--- src/rtl/gradient_frame_sequencer.sv ---
// gradient_frame_sequencer: raster-scans one frame out of a pair of ping-pong
// frame buffers per start request, aligns returned current/previous pixels
// with their coordinates, waits for the gradient datapath to drain, then
// swaps bank roles and pulses done.
// Optional build macro: GSEQ_SKIP_FIRST_EN (first start after reset only
// swaps banks, because no previous frame exists yet).
module gradient_frame_sequencer #(
    parameter int WIDTH        = 320,
    parameter int HEIGHT       = 240,
    parameter int PIXEL_WIDTH  = 8,
    parameter int RD_LATENCY   = 1,
    parameter int DRAIN_CYCLES = 2*WIDTH+8,
    parameter int ADDR_W       = $clog2(WIDTH*HEIGHT)
) (
    input  logic                   clk,
    input  logic                   rst_n,
    input  logic                   start,
    input  logic                   abort,
    output logic                   busy,
    output logic                   done,
    output logic                   rd_en,
    output logic [ADDR_W-1:0]      rd_addr,
    input  logic [PIXEL_WIDTH-1:0] rd_data_b0,
    input  logic [PIXEL_WIDTH-1:0] rd_data_b1,
    output logic                   curr_bank,
    output logic [PIXEL_WIDTH-1:0] pixel_curr,
    output logic [PIXEL_WIDTH-1:0] pixel_prev,
    output logic                   pixel_valid,
    output logic [9:0]             pixel_x,
    output logic [8:0]             pixel_y,
    output logic [15:0]            frame_count
);

    localparam int XW = (WIDTH > 1) ? $clog2(WIDTH) : 1;
    localparam int YW = (HEIGHT > 1) ? $clog2(HEIGHT) : 1;
    localparam int DW = (DRAIN_CYCLES > 1) ? $clog2(DRAIN_CYCLES) : 1;

    typedef enum logic [1:0] {
        IDLE,
        STREAM,
        DRAIN
    } state_t;

    state_t          state;
    logic [XW-1:0]   x;
    logic [YW-1:0]   y;
    logic [DW-1:0]   drain_cnt;

    logic            last_pos;
    logic            accept;
    logic            launch;
    logic            skip;
    logic            finish;

`ifdef GSEQ_SKIP_FIRST_EN
    logic            primed;
`endif

    // Read-return alignment pipeline: one entry per cycle of read latency.
    logic            v_pipe [RD_LATENCY];
    logic [XW-1:0]   x_pipe [RD_LATENCY];
    logic [YW-1:0]   y_pipe [RD_LATENCY];
    logic            b_pipe [RD_LATENCY];

    // Decode frame-level events: acceptance, skipped first frame, completion.
    always_comb begin
        last_pos = (x == XW'(WIDTH-1)) && (y == YW'(HEIGHT-1));
        // A start in the done cycle is not taken; earliest restart is the cycle after.
        accept   = (state == IDLE) && start && !abort && !done;
`ifdef GSEQ_SKIP_FIRST_EN
        skip     = accept && !primed;
`else
        skip     = 1'b0;
`endif
        launch   = accept && !skip;
        finish   = 1'b0;
        if (!abort) begin
            // Single-cycle drain completes on the very edge that leaves STREAM.
            if ((state == STREAM) && last_pos && (DRAIN_CYCLES == 1)) begin
                finish = 1'b1;
            end
            if ((state == DRAIN) && (drain_cnt == DW'(1))) begin
                finish = 1'b1;
            end
        end
    end

    // Frame FSM with registered control outputs and running address counter.
    always_ff @(posedge clk or negedge rst_n) begin
        if (!rst_n) begin
            state       <= IDLE;
            busy        <= 1'b0;
            done        <= 1'b0;
            rd_en       <= 1'b0;
            rd_addr     <= '0;
            x           <= '0;
            y           <= '0;
            drain_cnt   <= '0;
            curr_bank   <= 1'b0;
            frame_count <= '0;
`ifdef GSEQ_SKIP_FIRST_EN
            primed      <= 1'b0;
`endif
        end else begin
            done <= 1'b0;
            case (state)
                IDLE: begin
                    if (launch) begin
                        state   <= STREAM;
                        busy    <= 1'b1;
                        rd_en   <= 1'b1;
                        rd_addr <= '0;
                        x       <= '0;
                        y       <= '0;
                    end
                end
                STREAM: begin
                    if (abort) begin
                        state <= IDLE;
                        busy  <= 1'b0;
                        rd_en <= 1'b0;
                    end else if (last_pos) begin
                        state     <= DRAIN;
                        rd_en     <= 1'b0;
                        drain_cnt <= DW'(DRAIN_CYCLES-1);
                    end else begin
                        rd_addr <= rd_addr + ADDR_W'(1);
                        if (x == XW'(WIDTH-1)) begin
                            x <= '0;
                            y <= y + YW'(1);
                        end else begin
                            x <= x + XW'(1);
                        end
                    end
                end
                DRAIN: begin
                    if (abort) begin
                        state <= IDLE;
                        busy  <= 1'b0;
                        rd_en <= 1'b0;
                    end else if (drain_cnt == '0) begin
                        state <= IDLE;
                    end else begin
                        drain_cnt <= drain_cnt - DW'(1);
                    end
                end
                default: begin
                    state <= IDLE;
                    busy  <= 1'b0;
                    rd_en <= 1'b0;
                end
            endcase

            // done/busy/bank/count are registered one edge early so they
            // become visible in the cycle the drain counter reads zero.
            if (finish) begin
                done        <= 1'b1;
                busy        <= 1'b0;
                curr_bank   <= ~curr_bank;
                frame_count <= frame_count + 16'd1;
            end

`ifdef GSEQ_SKIP_FIRST_EN
            if (skip) begin
                primed    <= 1'b1;
                done      <= 1'b1;
                curr_bank <= ~curr_bank;
            end
`endif
        end
    end

    // Delay read strobe, coordinates and bank select by the read latency.
    always_ff @(posedge clk or negedge rst_n) begin
        if (!rst_n) begin
            for (int unsigned i = 0; i < RD_LATENCY; i++) begin
                v_pipe[i] <= 1'b0;
                x_pipe[i] <= '0;
                y_pipe[i] <= '0;
                b_pipe[i] <= 1'b0;
            end
        end else begin
            v_pipe[0] <= rd_en;
            x_pipe[0] <= x;
            y_pipe[0] <= y;
            b_pipe[0] <= curr_bank;
            for (int unsigned i = 1; i < RD_LATENCY; i++) begin
                v_pipe[i] <= v_pipe[i-1];
                x_pipe[i] <= x_pipe[i-1];
                y_pipe[i] <= y_pipe[i-1];
                b_pipe[i] <= b_pipe[i-1];
            end
            // Cancelled reads still in flight must never reach the datapath.
            if (abort && (state != IDLE)) begin
                for (int unsigned i = 0; i < RD_LATENCY; i++) begin
                    v_pipe[i] <= 1'b0;
                end
            end
        end
    end

    // Present returned data: current bank to pixel_curr, the other to pixel_prev.
    always_comb begin
        pixel_valid = v_pipe[RD_LATENCY-1];
        pixel_x     = 10'(x_pipe[RD_LATENCY-1]);
        pixel_y     = 9'(y_pipe[RD_LATENCY-1]);
        pixel_curr  = '0;
        pixel_prev  = '0;
        if (v_pipe[RD_LATENCY-1]) begin
            if (b_pipe[RD_LATENCY-1]) begin
                pixel_curr = rd_data_b1;
                pixel_prev = rd_data_b0;
            end else begin
                pixel_curr = rd_data_b0;
                pixel_prev = rd_data_b1;
            end
        end
    end

endmodule
--- config.mk ---
export PLATFORM = sky130hd
export DESIGN_NAME = gradient_frame_sequencer
export DESIGN_NICKNAME = d
export VERILOG_FILES = /design/src/rtl/gradient_frame_sequencer.sv
export SDC_FILE = /design/constraint.sdc
export NUM_CORES = 1
export LEC_CHECK = 0
export BUFFER_PORTS_ARGS = -buffer_cell sky130_fd_sc_hd__clkbuf_2
export CAP_MARGIN = 15
export CORE_MARGIN = 4
export CORE_UTILIZATION = 36
export CTS_BUF_LIST = sky130_fd_sc_hd__clkbuf_4 sky130_fd_sc_hd__clkbuf_8
export DETAILED_ROUTE_END_ITERATION = 16
export GPL_TIMING_DRIVEN = 0
export PLACE_DENSITY = 0.53
export SLEW_MARGIN = 40
export SYNTH_ARGS = -nofsm -noshare
export SYNTH_HDL_FRONTEND = slang
export SYNTH_SLANG_ARGS = --single-unit
--- constraint.sdc ---
create_clock -name clk -period 2.3 [get_ports clk]
set_clock_uncertainty 0.05 [all_clocks]
set_input_delay 0.69 -clock clk [delete_from_list [all_inputs] [get_ports clk]]
set_output_delay 0.69 -clock clk [all_outputs]
set_load 0.02 [all_outputs]
==> metrics.txt <==
die area=13900 um^2; largest cells by area after synthesis=dfrtp_1, mux2i_1, o21ai_0; Avg Synthesized Cell Area=10.0 um^2; max-cap viol count=0; CP max FO=10; Syn. warnings=0; total congestion overflow=0; Hold WC Path Type=in -> async; commonest non-fill, non-tap cells in the layout=clkbuf_2, dfrtp_1, nand2_1; average vias per placed instance=5.38; endpoints failing hold=0; mapped cell area=4360 um^2; RSZ-0062 raised after global routing=false; number of synthesized flops with an enable pin=0; non-filler cells, final=686; #FFs+latches synth=85; Rows=39; nature of the critical path endpoint=flip-flop; H-tree depth=3; Initial Utilization=0.375; HPWL Detailed=7520 um; Core ar.=11600 um^2; WL/cell=15.4 um; commonest non-fill, non-tap cell in the layout=clkbuf_2; Pwr per Cell Area=908 nW/um^2; worst path required time=2.51 ns; WP data arrival=2.41 ns; placed cell count=669; via count=3694; vias in the first global route=3587; Final #Nets=568; Distinct cells, synth=58; GPL Wtd Cong=0.853; Remaining DRCs=0; clock tree root driver cell=clkbuf_8; area leader, netlist=dfrtp_1; Slew @ Worst Pin=0.739 ns; antenna violations before repair=0; Setup CP Type=in -> reg; pre-CTS setup slack=-0.253 ns; DRT iter0 DRCs=177; layout cell share with drive strength beyond 1=0.262; clock-pin slew on the worst setup and hold paths=0.09 ns; Leak=2.55 nW; Rel. slew slack=0.505; PortBufs=90; Final setup viols=0; Util after Layout=0.464; I/O pin count=93; fin area=5390 um^2; Area Growth Syn to Fin=23.7%; Die Wd=118 um; top-area cell type share of the netlist area=0.488; # clock sinks=85; drt total wl=10600 um; Mapped Cells=434; ys async rst share=1.00; Die Y=118 um; Setup WS post-layout=0.0913 ns; Hold WS=0.115 ns; total power=4.90 mW; antenna-violating nets left=0; CTS Buf Count=9; CTS tree=built; Crit Reg-Reg Startpoint=y[0]; Post-CTS Hold Buffers=0; n_diodes=0; buffer depth of the longest clock path=2; Placed Area=5030 um^2; fin. max-slew vios=0; status=finished clean; Worst IR Drop VDD=783 uV; Worst Setup Start Kind=input port; Tot GR Track Use=0.156; register area share after synthesis=0.488; Final TNS setup=0 ns; largest net degree at the start of global routing=68; global-route wire length before repair=17900 um; clk_lat worst skew=0.37 ns; Fmax=453 MHz; Critical Path Start=abort; Primary FF master, synth=dfrtp_1; min cycle time layout=2.21 ns; part of the cycle the worst path needs=0.960; DR pass1 iterations=4
-- cell usage after synthesis, types with 10 or more instances --
library cell,number
and3_1,10
o21ai_0,36
a21oi_1,10
mux2i_1,18
nor2b_1,18
dfrtp_1,85
nor2_1,24
nand3_1,25
nor3_1,10
ha_1,10
nand2_1,48
-- worst max-delay path: stages --
cell and delay, ns:
clkbuf_2 0.16, or3b_1 0.51, a21oi_2 0.33, a21oi_4 0.14
clkbuf_4 0.23, a221o_1 0.35
-- registers in the layout, summed over array words and instances (netlist names) --
register     count
rd_en            1
b_pipe           1
pixel_valid      1
busy             1
rd_addr         17
x_pipe           9
drain_cnt       10
y                8
y_pipe           8
state            2
x                9
frame_count     16
done             1
curr_bank        1
-- final cells by class --
class | instances | area (um^2)
plain buffers | 13 | 86.3
clock buffers | 10 | 131
clock inverters | 6 | 159
fillers | 1113 | 6220
inverters | 8 | 30.0
multi-input cells | 328 | 2180
flip-flops and latches | 85 | 2130
well taps | 143 | 179
repair buffers | 93 | 502
-- cell families after synthesis --
group / count (synthesis) / share of synthesized area
flip-flops: 85 / 0.488
AO/OA/AOI/OAI: 92 / 0.140
other: 1 / 0.000860
AND/OR/NAND/NOR: 188 / 0.239
multiplexers: 20 / 0.0465
buffers and inverters: 22 / 0.0250
XOR/XNOR: 16 / 0.0321
adder cells (fa/ha/maj): 10 / 0.0287
-- repair_timing --
action,in CTS,in global routing
pin swaps,0,2
endpoints found under the setup margin,17,44
resized for setup,5,14
setup buffers,1,1
-- where the power goes --
group          total [mW]  leakage [nW]  internal, mW  switching (mW)
sequential           1.86          1.12          1.67           0.193
combinational        1.53          1.28         0.548           0.981
clock                1.51         0.144         0.955           0.553
total                4.90          2.55          3.17            1.73
-- final timing paths --
| check | end | slack [ns] | depth (start not counted) |
|---|---|---|---|
| worst max-delay path | x[4] | 0.09 | 6 |
| worst min-delay path | y[3] | 0.11 | 1 |
| worst max register to register | state[0] | 0.11 | 7 |
| worst min register to register | b_pipe | 0.38 | 0 |
| max in group asynchronous | x[7] | 1.51 | 2 |
| min in group clk | b_pipe | 0.38 | 0 |
-- routing by layer --
layer  track usage  part of all wire  vias to the layer above
met4        0.0366            0.0094                        0
li1              -                 -                     1795
met5             0                 0                        -
met2         0.246              0.46                      103
met3        0.0519             0.060                        9
met1         0.209              0.47                     1787
No activity file was read; power rests on OpenSTA's default activity.
